[config.mk]
export PLATFORM = sky130hd
export DESIGN_NAME = apb_pin_master_flat
export DESIGN_NICKNAME = d
export VERILOG_FILES = /design/src/rtl/apb_pkg.sv /design/src/rtl/apb_pin_master_if.sv /design/src/rtl/apb_pin_master.sv /design/src/flat_wrapper.sv
export SDC_FILE = /design/constraint.sdc
export NUM_CORES = 1
export LEC_CHECK = 0
export CORE_MARGIN = 2
export CORE_UTILIZATION = 30
export DETAILED_ROUTE_END_ITERATION = 16
export REMOVE_ABC_BUFFERS = 1
export SKIP_CTS_REPAIR_TIMING = 1
export SKIP_LAST_GASP = 1
export SLEW_MARGIN = 10
export SYNTH_ARGS = -nofsm -noshare
export SYNTH_HDL_FRONTEND = slang
export SYNTH_SLANG_ARGS = --single-unit
[constraint.sdc]
create_clock -name pclk -period 2.6 [get_ports pclk]
set_input_delay 0.26 -clock pclk [delete_from_list [all_inputs] [get_ports pclk]]
set_output_delay 0.26 -clock pclk [all_outputs]
set_load 0.02 [all_outputs]
[src/rtl/apb_pkg.sv]
// Shared definitions for the APB pin-level master: FSM encoding, PPROT bit
// constants and the byte-strobe width helper.
package apb_pkg;

    typedef enum logic [1:0] {
        ST_IDLE   = 2'd0,
        ST_SETUP  = 2'd1,
        ST_ACCESS = 2'd2
    } state_t;

    // pprot[0]=privileged, pprot[1]=non-secure, pprot[2]=instruction
    localparam logic [2:0] PPROT_NORMAL     = 3'b000;
    localparam logic [2:0] PPROT_PRIVILEGED = 3'b001;
    localparam logic [2:0] PPROT_NONSECURE  = 3'b010;
    localparam logic [2:0] PPROT_INSTR      = 3'b100;

    function automatic int strb_width(input int data_width);
        return data_width / 8;
    endfunction

endpackage

[src/rtl/apb_pin_master_if.sv]
// Pin-level command/response channel plus APB bus of the pin master.
// Handshake: a command transfers on a rising edge where cmd_valid && cmd_ready.
interface apb_pin_master_if #(
    parameter int ADDR_WIDTH = 4,
    parameter int DATA_WIDTH = 8
);
    logic                                        cmd_valid;
    logic                                        cmd_ready;
    logic [ADDR_WIDTH-1:0]                       cmd_addr;
    logic                                        cmd_write;
    logic [DATA_WIDTH-1:0]                       cmd_wdata;
    logic                                        rsp_valid;
    logic [DATA_WIDTH-1:0]                       rsp_rdata;
    logic                                        rsp_error;
    logic                                        rsp_timeout;
    logic [ADDR_WIDTH-1:0]                       paddr;
    logic [2:0]                                  pprot;
    logic                                        psel;
    logic                                        penable;
    logic                                        pwrite;
    logic [DATA_WIDTH-1:0]                       pwdata;
    logic [apb_pkg::strb_width(DATA_WIDTH)-1:0]  pstrb;
    logic                                        pready;
    logic [DATA_WIDTH-1:0]                       prdata;
    logic                                        pslverr;
    apb_pkg::state_t                             dbg_state;

    modport master (
        input  cmd_valid, cmd_addr, cmd_write, cmd_wdata, pready, prdata, pslverr,
        output cmd_ready, rsp_valid, rsp_rdata, rsp_error, rsp_timeout,
               paddr, pprot, psel, penable, pwrite, pwdata, pstrb, dbg_state
    );

    modport slave (
        output cmd_valid, cmd_addr, cmd_write, cmd_wdata, pready, prdata, pslverr,
        input  cmd_ready, rsp_valid, rsp_rdata, rsp_error, rsp_timeout,
               paddr, pprot, psel, penable, pwrite, pwdata, pstrb, dbg_state
    );

endinterface

[src/rtl/apb_pin_master.sv]
// Runs single-beat pin commands as APB SETUP/ACCESS transfers and returns a
// one-cycle response pulse; an ACCESS-phase timeout guards against a dead slave.
module apb_pin_master #(
    parameter int         ADDR_WIDTH     = 4,
    parameter int         DATA_WIDTH     = 8,
    parameter int         TIMEOUT_CYCLES = 16,
    parameter logic [2:0] PPROT_VALUE    = 3'b000
) (
    input  logic              pclk,
    input  logic              preset,
    apb_pin_master_if.master  bus
);
    import apb_pkg::*;

    localparam int STRB_W  = strb_width(DATA_WIDTH);
    localparam int CNT_RAW = $clog2(TIMEOUT_CYCLES + 1);
    localparam int CNT_W   = (CNT_RAW < 1) ? 1 : CNT_RAW;
    localparam logic [CNT_W-1:0] CNT_LAST =
        CNT_W'((TIMEOUT_CYCLES == 0) ? 0 : TIMEOUT_CYCLES - 1);

    state_t                r_state;
    state_t                w_next_state;
    logic [CNT_W-1:0]      r_cnt;
    logic [ADDR_WIDTH-1:0] r_paddr;
    logic                  r_pwrite;
    logic [DATA_WIDTH-1:0] r_pwdata;
    logic [STRB_W-1:0]     r_pstrb;
    logic                  r_rsp_valid;
    logic [DATA_WIDTH-1:0] r_rsp_rdata;
    logic                  r_rsp_error;
    logic                  r_rsp_timeout;

    logic w_accept;
    logic w_done;
    logic w_timeout;
    logic w_cmd_ready;
    logic w_psel;
    logic w_penable;

    assign w_accept  = (r_state == ST_IDLE) && bus.cmd_valid;
    assign w_done    = (r_state == ST_ACCESS) && bus.pready;
    // pready wins over the timeout on the last allowed ACCESS cycle
    assign w_timeout = (TIMEOUT_CYCLES != 0) && (r_state == ST_ACCESS) &&
                       !bus.pready && (r_cnt == CNT_LAST);

    always_ff @(posedge pclk) begin
        if (preset) begin
            r_state <= ST_IDLE;
        end else begin
            r_state <= w_next_state;
        end
    end

    always_comb begin
        w_next_state = r_state;
        case (r_state)
            ST_IDLE:   if (w_accept) w_next_state = ST_SETUP;
            ST_SETUP:  w_next_state = ST_ACCESS;
            ST_ACCESS: if (w_done || w_timeout) w_next_state = ST_IDLE;
            default:   w_next_state = ST_IDLE;
        endcase
    end

    always_comb begin
        w_cmd_ready = 1'b0;
        w_psel      = 1'b0;
        w_penable   = 1'b0;
        case (r_state)
            ST_IDLE:   w_cmd_ready = 1'b1;
            ST_SETUP:  w_psel      = 1'b1;
            ST_ACCESS: begin
                w_psel    = 1'b1;
                w_penable = 1'b1;
            end
            default:   w_cmd_ready = 1'b0;
        endcase
    end

    // Bus fields are loaded only at accept, so they hold through ACCESS and stay put in IDLE.
    always_ff @(posedge pclk) begin
        if (preset) begin
            r_cnt         <= '0;
            r_paddr       <= '0;
            r_pwrite      <= 1'b0;
            r_pwdata      <= '0;
            r_pstrb       <= '0;
            r_rsp_valid   <= 1'b0;
            r_rsp_rdata   <= '0;
            r_rsp_error   <= 1'b0;
            r_rsp_timeout <= 1'b0;
        end else begin
            r_rsp_valid <= 1'b0;
            if (w_accept) begin
                r_cnt    <= '0;
                r_paddr  <= bus.cmd_addr;
                r_pwrite <= bus.cmd_write;
                r_pwdata <= bus.cmd_wdata;
                r_pstrb  <= bus.cmd_write ? '1 : '0;
            end
            if (w_done) begin
                r_rsp_valid   <= 1'b1;
                r_rsp_rdata   <= r_pwrite ? '0 : bus.prdata;
                r_rsp_error   <= bus.pslverr;
                r_rsp_timeout <= 1'b0;
            end else if (w_timeout) begin
                r_rsp_valid   <= 1'b1;
                r_rsp_rdata   <= '0;
                r_rsp_error   <= 1'b1;
                r_rsp_timeout <= 1'b1;
            end else if (r_state == ST_ACCESS) begin
                r_cnt <= r_cnt + CNT_W'(1);
            end
        end
    end

    assign bus.cmd_ready   = w_cmd_ready;
    assign bus.psel        = w_psel;
    assign bus.penable     = w_penable;
    assign bus.paddr       = r_paddr;
    assign bus.pwrite      = r_pwrite;
    assign bus.pwdata      = r_pwdata;
    assign bus.pstrb       = r_pstrb;
    assign bus.pprot       = PPROT_VALUE;
    assign bus.rsp_valid   = r_rsp_valid;
    assign bus.rsp_rdata   = r_rsp_rdata;
    assign bus.rsp_error   = r_rsp_error;
    assign bus.rsp_timeout = r_rsp_timeout;
    assign bus.dbg_state   = r_state;

endmodule

[src/flat_wrapper.sv]
// flat-port wrapper written by rule: the top's interface ports become plain ports
module apb_pin_master_flat import apb_pkg::*;
#(
    parameter int         ADDR_WIDTH     = 4,
    parameter int         DATA_WIDTH     = 8,
    parameter int         TIMEOUT_CYCLES = 16,
    parameter logic [2:0] PPROT_VALUE    = 3'b000
)
  (pclk, preset, bus_cmd_valid, bus_cmd_addr, bus_cmd_write, bus_cmd_wdata, bus_pready, bus_prdata, bus_pslverr, bus_cmd_ready, bus_rsp_valid, bus_rsp_rdata, bus_rsp_error, bus_rsp_timeout, bus_paddr, bus_pprot, bus_psel, bus_penable, bus_pwrite, bus_pwdata, bus_pstrb, bus_dbg_state);
  apb_pin_master_if #(.ADDR_WIDTH(ADDR_WIDTH), .DATA_WIDTH(DATA_WIDTH)) bus_i ();
  input  logic pclk;
  input  logic preset;
  input wire logic [$bits(bus_i.cmd_valid)-1:0] bus_cmd_valid;
  input wire logic [$bits(bus_i.cmd_addr)-1:0] bus_cmd_addr;
  input wire logic [$bits(bus_i.cmd_write)-1:0] bus_cmd_write;
  input wire logic [$bits(bus_i.cmd_wdata)-1:0] bus_cmd_wdata;
  input wire logic [$bits(bus_i.pready)-1:0] bus_pready;
  input wire logic [$bits(bus_i.prdata)-1:0] bus_prdata;
  input wire logic [$bits(bus_i.pslverr)-1:0] bus_pslverr;
  output wire logic [$bits(bus_i.cmd_ready)-1:0] bus_cmd_ready;
  output wire logic [$bits(bus_i.rsp_valid)-1:0] bus_rsp_valid;
  output wire logic [$bits(bus_i.rsp_rdata)-1:0] bus_rsp_rdata;
  output wire logic [$bits(bus_i.rsp_error)-1:0] bus_rsp_error;
  output wire logic [$bits(bus_i.rsp_timeout)-1:0] bus_rsp_timeout;
  output wire logic [$bits(bus_i.paddr)-1:0] bus_paddr;
  output wire logic [$bits(bus_i.pprot)-1:0] bus_pprot;
  output wire logic [$bits(bus_i.psel)-1:0] bus_psel;
  output wire logic [$bits(bus_i.penable)-1:0] bus_penable;
  output wire logic [$bits(bus_i.pwrite)-1:0] bus_pwrite;
  output wire logic [$bits(bus_i.pwdata)-1:0] bus_pwdata;
  output wire logic [$bits(bus_i.pstrb)-1:0] bus_pstrb;
  output wire logic [$bits(bus_i.dbg_state)-1:0] bus_dbg_state;
  assign bus_i.cmd_valid = bus_cmd_valid;
  assign bus_i.cmd_addr = bus_cmd_addr;
  assign bus_i.cmd_write = bus_cmd_write;
  assign bus_i.cmd_wdata = bus_cmd_wdata;
  assign bus_i.pready = bus_pready;
  assign bus_i.prdata = bus_prdata;
  assign bus_i.pslverr = bus_pslverr;
  assign bus_cmd_ready = bus_i.cmd_ready;
  assign bus_rsp_valid = bus_i.rsp_valid;
  assign bus_rsp_rdata = bus_i.rsp_rdata;
  assign bus_rsp_error = bus_i.rsp_error;
  assign bus_rsp_timeout = bus_i.rsp_timeout;
  assign bus_paddr = bus_i.paddr;
  assign bus_pprot = bus_i.pprot;
  assign bus_psel = bus_i.psel;
  assign bus_penable = bus_i.penable;
  assign bus_pwrite = bus_i.pwrite;
  assign bus_pwdata = bus_i.pwdata;
  assign bus_pstrb = bus_i.pstrb;
  assign bus_dbg_state = bus_i.dbg_state;
  apb_pin_master #(.ADDR_WIDTH(ADDR_WIDTH), .DATA_WIDTH(DATA_WIDTH), .TIMEOUT_CYCLES(TIMEOUT_CYCLES), .PPROT_VALUE(PPROT_VALUE)) u_core (.pclk(pclk), .preset(preset), .bus(bus_i));
endmodule
==> results of run 1 <==
[cells in the mapped netlist (2+ instances only)]
library cell and count:
sky130_fd_sc_hd__a21oi_1 21, sky130_fd_sc_hd__a22o_1 8, sky130_fd_sc_hd__buf_4 4, sky130_fd_sc_hd__clkbuf_1 3
sky130_fd_sc_hd__dfxtp_1 31, sky130_fd_sc_hd__ha_1 6, sky130_fd_sc_hd__inv_1 4, sky130_fd_sc_hd__nand2_1 29
sky130_fd_sc_hd__nand2b_1 3, sky130_fd_sc_hd__nand3_1 5, sky130_fd_sc_hd__nor2_1 3, sky130_fd_sc_hd__nor2b_1 2
sky130_fd_sc_hd__nor3_1 2, sky130_fd_sc_hd__o21ai_0 2
[sequential cells by signal, indices dropped and copies added, names as in the netlist]
| name | cells |
|---|---|
| u_core.bus.pwdata | 8 |
| u_core.bus.pwrite | 1 |
| u_core.bus.paddr | 4 |
| u_core.bus.dbg_state | 2 |
| u_core.bus.rsp_error | 1 |
| u_core.bus.rsp_rdata | 8 |
| u_core.bus.rsp_valid | 1 |
| u_core.r_cnt | 5 |
| u_core.bus.rsp_timeout | 1 |
[kinds of logic (layout without fill, tap and decap cells)]
| family | after synthesis | count (layout) | share of synthesized area (%) |
|---|---|---|---|
| AO/OA/AOI/OAI | 37 | 37 | 18.8 |
| AND/OR/NAND/NOR | 50 | 50 | 18.0 |
| other | 1 | 3 | 0.296 |
| multiplexers | 1 | 1 | 1.18 |
| buffers and inverters | 14 | 69 | 6.91 |
| flip-flops | 31 | 31 | 49.0 |
| adder cells (fa/ha/maj) | 6 | 6 | 5.92 |
[layout by cell type (no fill, tap or decap), types with 2 or more instances in the layout]
cell                              synthesis  routed
sky130_fd_sc_hd__a21oi_1                 21      21
sky130_fd_sc_hd__a22o_1                   8       8
sky130_fd_sc_hd__buf_4                    4       2
sky130_fd_sc_hd__clkbuf_8                 0       6
sky130_fd_sc_hd__clkdlybuf4s50_1          0      55
sky130_fd_sc_hd__conb_1                   1       3
sky130_fd_sc_hd__dfxtp_1                 31      31
sky130_fd_sc_hd__ha_1                     6       6
sky130_fd_sc_hd__inv_1                    4       4
sky130_fd_sc_hd__nand2_1                 29      29
sky130_fd_sc_hd__nand2b_1                 3       3
sky130_fd_sc_hd__nand3_1                  5       5
sky130_fd_sc_hd__nor2_1                   3       3
sky130_fd_sc_hd__nor2b_1                  2       2
sky130_fd_sc_hd__nor3_1                   2       2
sky130_fd_sc_hd__o21ai_0                  2       2
[metal layers]
layer	routed length [um]	track usage, %	up-vias	share of wire, %
met2	1490	22.4	44	46
li1	-	-	586	-
met5	0	0	-	0
met3	184	4.68	9	5.6
met4	95	8.50	0	2.9
met1	1490	18.3	527	46
[final cells by class]
cell class	instances	area share (%)
sequential	31	31.9
multi-input combinational	97	29.1
timing repair buffer	57	29.0
clock buffer	6	4.24
tap	50	3.21
clock inverter	2	1.80
inverter	4	0.771
[critical path, stage by stage, from the launching register on]
cell,delay [ns]
sky130_fd_sc_hd__dfxtp_1,0.34
sky130_fd_sc_hd__ha_1,0.24
sky130_fd_sc_hd__and3_1,0.19
sky130_fd_sc_hd__ha_1,0.25
sky130_fd_sc_hd__nor3b_1,0.64
sky130_fd_sc_hd__a21oi_1,0.19
sky130_fd_sc_hd__a211oi_2,0.21
[worst paths after layout]
check	startpoint	end
worst min register to register	u_core.bus.pwdata[6]$_SDFFE_PP0P_	u_core.bus.pwdata[6]$_SDFFE_PP0P_
worst max register to register	u_core.r_cnt[0]$_SDFF_PP0_	u_core.r_cnt[2]$_SDFF_PP0_
worst max-delay path	u_core.r_cnt[0]$_SDFF_PP0_	u_core.r_cnt[2]$_SDFF_PP0_
worst min-delay path	u_core.bus.pwdata[6]$_SDFFE_PP0P_	u_core.bus.pwdata[6]$_SDFFE_PP0P_
[per-stage QoR]
| step | util (%) | cell area, um^2 | hold slack, ns | power (W) | setup WS, ns |
|---|---|---|---|---|---|
| 3_3_place_gp | 45.4 | 1830 | 0.444 | 0.000849 | 0.566 |
| 6_report | 48.4 | 1950 | 0.457 | 0.00133 | 0.467 |
| 5_1_grt | 48.4 | 1950 | 0.485 | 0.00140 | 0.394 |
| 3_5_place_dp | 45.4 | 1830 | 0.448 | 0.000855 | 0.496 |
| 2_1_floorplan | - | 1200 | 0.325 | 0.000692 | 0.646 |
| 4_1_cts | 48.4 | 1950 | 0.456 | 0.00135 | 0.478 |
[where the power goes]
part	leakage [nW]	internal (W)	total, W	switching, W
clock	0.0612	0.000310	0.000486	0.000176
combinational	0.412	0.000151	0.000316	0.000165
sequential	0.252	0.000507	0.000526	0.0000195
total	0.726	0.000967	0.00133	0.000360
==> results.cfg, run 1 <==
[status]
run_status = finished clean

[synth]
synth_ff_type = sky130_fd_sc_hd__dfxtp_1
yosys-top-cells-area = sky130_fd_sc_hd__dfxtp_1 (49%), sky130_fd_sc_hd__nand2_1 (8.6%), sky130_fd_sc_hd__a21oi_1 (8.3%)
yosysUniqueCellTypes = 31
synth-edff-count = 0
synth_seq_area_share_pct = 49.0
postSynth.asyncResetShare_pct = 0
synth.largest_area_cell = sky130_fd_sc_hd__dfxtp_1
netlist_area_um2 = 1270
post_synth_inst_count = 140
postSynthRegisterBits = 31
yosysWarnings = 0
synth_top_area_share_pct = 49.0
postSynthAreaPerCell_um2 = 9.05

[finish]
antennaDiodeCount = 0
ff_latch_area_um2 = 621
filler_cells = 399
syn_to_final_growth_pct = 53.7
footprint_of_the_multi_input_gates_um2 = 567
drive_above_1_share_pct = 6.09
fin_nets = 228
finalNonFillerCells = 247

[clock_network]
clk_pin_slew_worst_paths_ns = 0.06
clock_latency_of_the_later_clocked_register_in_the_worst_skew_pair_ns = 0.28
cts_tree = built
cts_inserted_buffers = 5
cts.path.max_buffers = 2
clock-root-buffer = sky130_fd_sc_hd__clkbuf_8
cts_sinks = 31
h-tree-depth = 2

[floorplan]
start_util_pct = 31.5
design.die.area_um2 = 4760
top_level_ports = 59
chipHeight_um = 69
rows = 23
dieWidth_um = 69
placeableCoreArea_um2 = 4030

[worst_setup_path]
worst-endpoint-arrival_ns = 2.34
critical_path_class = flop to flop
cp-end-kind = flop
r2r_slack_ns = 0.47
r2r.worst_path.cells = 6
startpoint_type = flop
worstPathMaxFanout = 7
worst_ep_required_time_ns = 2.81

[timing]
min_period_ns = 2.13
skew_ns = 0.00351
setup_total_negative_slack_ns = 0
timing.final.setup_violations = 0
worst-slew-pin-transition_ns = 0.863
final_min_period_over_clock_period_pct = 82.0
slew_headroom_pct = 42.0
slew_violations = 0
fmax_mhz = 469
timing_hold_violations_final = 0
rsz_0062_raised_after_global_routing = false

[detailed_routing]
postRouteWirelength_um = 3260
via_per_inst = 4.72
drtPass1Iterations = 4
post-route-drc-count = 0
drt_iter0_drc = 55
routed_wire_length_per_instance_um = 13.2
antenna_violation_net_count_after_detailed_routing = 0
detailroute.via_count = 1166

[pwr]
p_per_area_nw_per_um2 = 681
ir_worst_vdd_mv = 0.312
power.static_leakage_nw = 0.726

[global_route]
globalRoute.totalOverflow = 0
grt_start_max_net_pins = 23
grt_first_pass_wirelength_um = 5650
grt.total_usage_pct = 14.8
initial_antenna_violation_count = 0
grt_pass1_vias = 1120

[worst_hold_path]
whs_path_depth = 2
worst_min_delay_path_category = flop to flop

[place]
dp_hpwl_um = 2360
io_buffer_count = 55
place.detailed.instances = 239
place.gp.congestion = 0.725

[flow_run]
number_of_violations_of_the_max_capacitance_limit = 0
Power figures use the tool's default switching activity.
==> inputs of run 2 (changes only) <==
clock period = 1.7 ns   (was 2.6 ns; I/O delays follow)
==> run 2 against run 1 <==
  * The flow now finishes with violations (setup timing)
  * Wire length up 1.4%
  * Critical path type unchanged
  * Clock-buffer cell count rose by 1
  * Power rose by 39%
  * Utilization is 3.3 points higher
  * Sequential power grew 53%
  * Clock skew up 0.00068 ns
==> results.cfg, run 2 (synthesized netlist as in run 1, its figures left out) <==
[floorplan]
start_util_pct = 31.5
dieWidth_um = 69
top_level_ports = 59
chipHeight_um = 69
placeableCoreArea_um2 = 4030
rows = 23
design.die.area_um2 = 4760

[finish]
layout_common_cells = sky130_fd_sc_hd__clkdlybuf4s50_1 (52), sky130_fd_sc_hd__nand2_1 (29), sky130_fd_sc_hd__dfxtp_1 (29)
fin_nets = 243
design_area_um2 = 2080
syn_to_final_growth_pct = 64.2
drive_above_1_share_pct = 16.0
antennaDiodeCount = 0
filler_cells = 370
layout.cells.most_common = sky130_fd_sc_hd__clkdlybuf4s50_1

[global_route]
initial_antenna_violation_count = 0
grt_first_pass_wirelength_um = 5420
grt.total_usage_pct = 14.2
grt_pass1_vias = 1122
globalRoute.totalOverflow = 0
grt_start_max_net_pins = 21

[worst_setup_path]
r2r_slack_ns = -0.06
worst_ep_required_time_ns = 1.90
crit_chain = ha_4, and3_4, ha_4, or3b_4, mux2_4, a211oi_2
cpPeakStageDelay_ns = 0.41
cpMaxStageDelayCell = sky130_fd_sc_hd__or3b_4
critical_path_class = flop to flop
critical-path-top-cell-by-count = sky130_fd_sc_hd__ha_4
worst-endpoint-arrival_ns = 1.96
cp-end-kind = flop
worstPathMaxFanout = 2
startpoint_type = flop

[place]
dp_hpwl_um = 2460
dp_worst_setup_slack_ns = -0.167
place.gp.congestion = 0.812
post_dp_cell_area_um2 = 1930
io_buffer_count = 55

[timing]
timing.final.setup_violations = 1
timing_hold_violations_final = 0
worst-slew-pin-transition_ns = 0.497
timing.final.ws_setup_ns = -0.0610
slew_violations = 0
timing.hold.ws_ns = 0.444
skew_ns = 0.00419
slew_headroom_pct = 66.7
fmax_mhz = 568
rsz_0062_raised_after_global_routing = true
min_period_ns = 1.76
final_min_period_over_clock_period_pct = 104

[detailed_routing]
post-route-drc-count = 0
postRouteWirelength_um = 3310
via_per_inst = 4.63
routed_wire_length_per_instance_um = 12.6
drtPass1Iterations = 4
detailroute.via_count = 1212
drt_iter0_drc = 44
antenna_violation_net_count_after_detailed_routing = 0

[status]
run_status = complete, but fails checks
violations = setup timing

[clock_network]
h-tree-depth = 2
clock-root-buffer = sky130_fd_sc_hd__clkbuf_8
cts_sinks = 31
cts_tree = built
clock_latency_of_the_later_clocked_register_in_the_worst_skew_pair_ns = 0.27
cts.path.max_buffers = 2
clk_pin_slew_worst_paths_ns = 0.06
cts_inserted_buffers = 5

[pwr]
fin_total_pwr_w = 0.00185
p_per_area_nw_per_um2 = 889
ir_worst_vdd_mv = 0.483
power.static_leakage_nw = 0.819

[flow_run]
number_of_violations_of_the_max_capacitance_limit = 0

[worst_hold_path]
worst_min_delay_path_category = primary input to flop
-- run 2: cell type report --
class | count | area, um^2 | share of cell area, %
inverters | 4 | 15.0 | 0.722
clock inverters | 1 | 5.00 | 0.241
repair buffers | 72 | 686 | 33.0
well taps | 50 | 62.6 | 3.01
flip-flops and latches | 31 | 623 | 29.9
multi-input cells | 97 | 613 | 29.5
clock buffers | 7 | 76.3 | 3.67
-- run 2: power breakdown --
part	switching, W	internal (W)	leakage (nW)
combinational	0.000259	0.000255	0.524
sequential	0.0000273	0.000776	0.253
clock	0.000248	0.000286	0.0422
-- run 2: worst paths after layout --
| path | endpoint | start | depth (start not counted) |
|---|---|---|---|
| setup / recovery | u_core.r_cnt[2]$_SDFF_PP0_ | u_core.r_cnt[1]$_SDFF_PP0_ | 6 |
| hold reg to reg | u_core.bus.paddr[0]$_SDFFE_PP0P_ | u_core.bus.paddr[0]$_SDFFE_PP0P_ | 2 |
| hold / removal | u_core.bus.pwdata[7]$_SDFFE_PP0P_ | bus_cmd_wdata[7] | 3 |
| setup reg to reg | u_core.r_cnt[2]$_SDFF_PP0_ | u_core.r_cnt[1]$_SDFF_PP0_ | 6 |
-- run 2: worst max-delay path, delay by kind of cell (launching register included) --
family	cells	cell delay (ns)
AO/OA/AOI/OAI	1	0.17
multiplexers	1	0.31
flip-flops	1	0.34
AND/OR/NAND/NOR	2	0.56
adder cells (fa/ha/maj)	2	0.32
-- run 2: per-layer routing --
metal  global-route usage, %  up-vias  share of wire [%]  wire [um]
met2                    22.8       40                 48       1590
met1                    16.8      548                 44       1440
met4                    5.88        0                2.1         69
met5                       0        -                  0          0
li1                        -      617                  -          -
met3                    5.70        7                6.2        204
-- run 2: stage by stage --
stage	utilization [%]	cells	TNS, ns
5_1_grt	51.6	262	-0.0895
4_1_cts	49.9	260	-1.28
6_report	51.6	262	-0.0610
3_5_place_dp	47.9	252	-0.859
2_1_floorplan	-	132	-0.454
3_3_place_gp	47.9	252	-0.404
==> inputs of run 3 (changes only) <==
HOLD_SLACK_MARGIN = 0.06   (was default)
TNS_END_PERCENT = 10   (was default)
==> run 3 against run 2 <==
  * Clock power hardly changed
  * First-iteration DRC count up 18%
  * Critical path type unchanged
  * Highest routed layer unchanged
  * Clock-buffer cell count is the same
  * Wire length fell by 2.1%
  * Largest power group unchanged
  * Sequential cell count is the same
  * Via count decreased by 0.91%
  * Critical path depth stayed put
  * Combinational power is essentially flat
  * Global-route usage did not move
  * Worst setup slack got worse by 0.10 ns
  * Worst hold slack better by 0.0022 ns
  * The run still ends with setup timing left
==> results.cfg, run 3 (synthesized netlist as in run 1, its figures left out) <==
[detailed_routing]
drt_iter0_drc = 52
routed_wire_length_per_instance_um = 12.5
antenna_violation_net_count_after_detailed_routing = 0
postRouteWirelength_um = 3240
via_per_inst = 4.62
detailroute.via_count = 1201
drtPass1Iterations = 4
post-route-drc-count = 0

[timing]
skew_ns = 0.00379
final_min_period_over_clock_period_pct = 110
slew_violations = 0
timing.final.setup_violations = 8
timing.final.ws_setup_ns = -0.162
rsz_0062_raised_after_global_routing = true
min_period_ns = 1.86
slew_headroom_pct = 44.5
worst-slew-pin-transition_ns = 0.827
setup_total_negative_slack_ns = -0.373
timing_hold_violations_final = 0
fmax_mhz = 537

[worst_setup_path]
cpPeakStageDelay_ns = 0.39
cp.buffers_inverters = 0
worst-endpoint-arrival_ns = 2.06
worst_ep_required_time_ns = 1.90
startpoint_type = flop
cpLargestDelayFamily = simple AND/OR/NAND/NOR gates
critical_path_class = flop to flop
cp-end-kind = flop
crit_chain = ha_2, and3_1, ha_1, or3b_4, mux2_4, a211oi_2
worstPathMaxFanout = 2
cpMaxStageDelayCell = sky130_fd_sc_hd__or3b_4

[pwr]
power.static_leakage_nw = 0.788
fin_total_pwr_w = 0.00185
p_per_area_nw_per_um2 = 915
share_seq_of_total_power_pct = 43.4
netSwitchingFraction_pct = 28.7
clkPwrFrac_pct = 28.8
cellInternalPower_w = 0.00132
switching_component_of_the_power_w = 0.000530
ir_worst_vdd_mv = 0.478
power.share.combinational_pct = 27.8

[finish]
syn_to_final_growth_pct = 59.3
footprint_of_the_multi_input_gates_um2 = 574
layout_common_cells = sky130_fd_sc_hd__clkdlybuf4s50_1 (54), sky130_fd_sc_hd__dfxtp_1 (31), sky130_fd_sc_hd__nand2_1 (29)
fin_nets = 241
design_area_um2 = 2020
drive_above_1_share_pct = 12.4
postLayoutCoreUtil_pct = 50.1
ff_latch_area_um2 = 621
filler_cells = 379
antennaDiodeCount = 0
layout.cells.most_common = sky130_fd_sc_hd__clkdlybuf4s50_1

[clock_network]
cts_inserted_buffers = 5
clock_latency_of_the_later_clocked_register_in_the_worst_skew_pair_ns = 0.27
h-tree-depth = 2
cts.path.max_buffers = 2
cts_sinks = 31
clock-root-buffer = sky130_fd_sc_hd__clkbuf_8
clk_pin_slew_worst_paths_ns = 0.06
cts_tree = built

[floorplan]
dieWidth_um = 69
rows = 23
design.die.area_um2 = 4760
start_util_pct = 31.5
chipHeight_um = 69
top_level_ports = 59
placeableCoreArea_um2 = 4030

[global_route]
initial_antenna_violation_count = 0
grt.total_usage_pct = 14.2
grt_first_pass_wirelength_um = 5420
globalRoute.totalOverflow = 0
grt_start_max_net_pins = 21
grt_pass1_vias = 1122

[status]
run_status = complete, but fails checks
violations = setup timing

[place]
dp_hpwl_um = 2460
place.gp.congestion = 0.812
post_dp_cell_area_um2 = 1930
io_buffer_count = 55
dp_worst_setup_slack_ns = -0.167

[worst_hold_path]
worst_min_delay_path_category = primary input to flop

[flow_run]
number_of_violations_of_the_max_capacitance_limit = 0
[run 3: stage by stage]
step | hold WS, ns | cells
finish | 0.447 | 260
floorplan | 0.235 | 132
global placement | 0.443 | 252
detailed placement | 0.449 | 252
global route | 0.449 | 260
CTS | 0.438 | 260
[run 3: tightest hold or removal path, cell delays in order]
cell	delay, ns
sky130_fd_sc_hd__clkdlybuf4s50_1	0.39
sky130_fd_sc_hd__nand2_1	0.05
sky130_fd_sc_hd__a21oi_1	0.05
[run 3: final timing paths]
| kind | from | endpoint | slack [ns] | cells after the start |
|---|---|---|---|---|
| setup reg to reg | u_core.r_cnt[0]$_SDFF_PP0_ | u_core.r_cnt[2]$_SDFF_PP0_ | -0.16 | 6 |
| hold / removal | bus_cmd_wdata[7] | u_core.bus.pwdata[7]$_SDFFE_PP0P_ | 0.45 | 3 |
| setup / recovery | u_core.r_cnt[0]$_SDFF_PP0_ | u_core.r_cnt[2]$_SDFF_PP0_ | -0.16 | 6 |
| hold reg to reg | u_core.bus.paddr[0]$_SDFFE_PP0P_ | u_core.bus.paddr[0]$_SDFFE_PP0P_ | 0.45 | 2 |
[run 3: power groups by stage]
stage	sequential (W)	clock (W)	combinational [W]
3_5_place_dp	0.000818	0	0.000513
6_report	0.000802	0.000532	0.000513
2_1_floorplan	0.000878	0	0.000181
4_1_cts	0.000802	0.000558	0.000516
3_3_place_gp	0.000815	0	0.000509
5_1_grt	0.000807	0.000594	0.000560
[run 3: cell type report]
class	instances	area share, %
sequential	31	30.7
timing repair buffer	70	33.0
tap	50	3.10
inverter	4	0.743
clock inverter	1	0.248
multi-input combinational	97	28.4
clock buffer	7	3.78
[run 3: metal layers]
layer  vias to the layer above  global-route usage (%)  part of all wire [%]
met2                        39                    22.8                    49
met4                         0                    5.88                   1.7
li1                        613                       -                     -
met1                       543                    16.8                    43
met3                         6                    5.70                   6.3
met5                         -                       0                     0
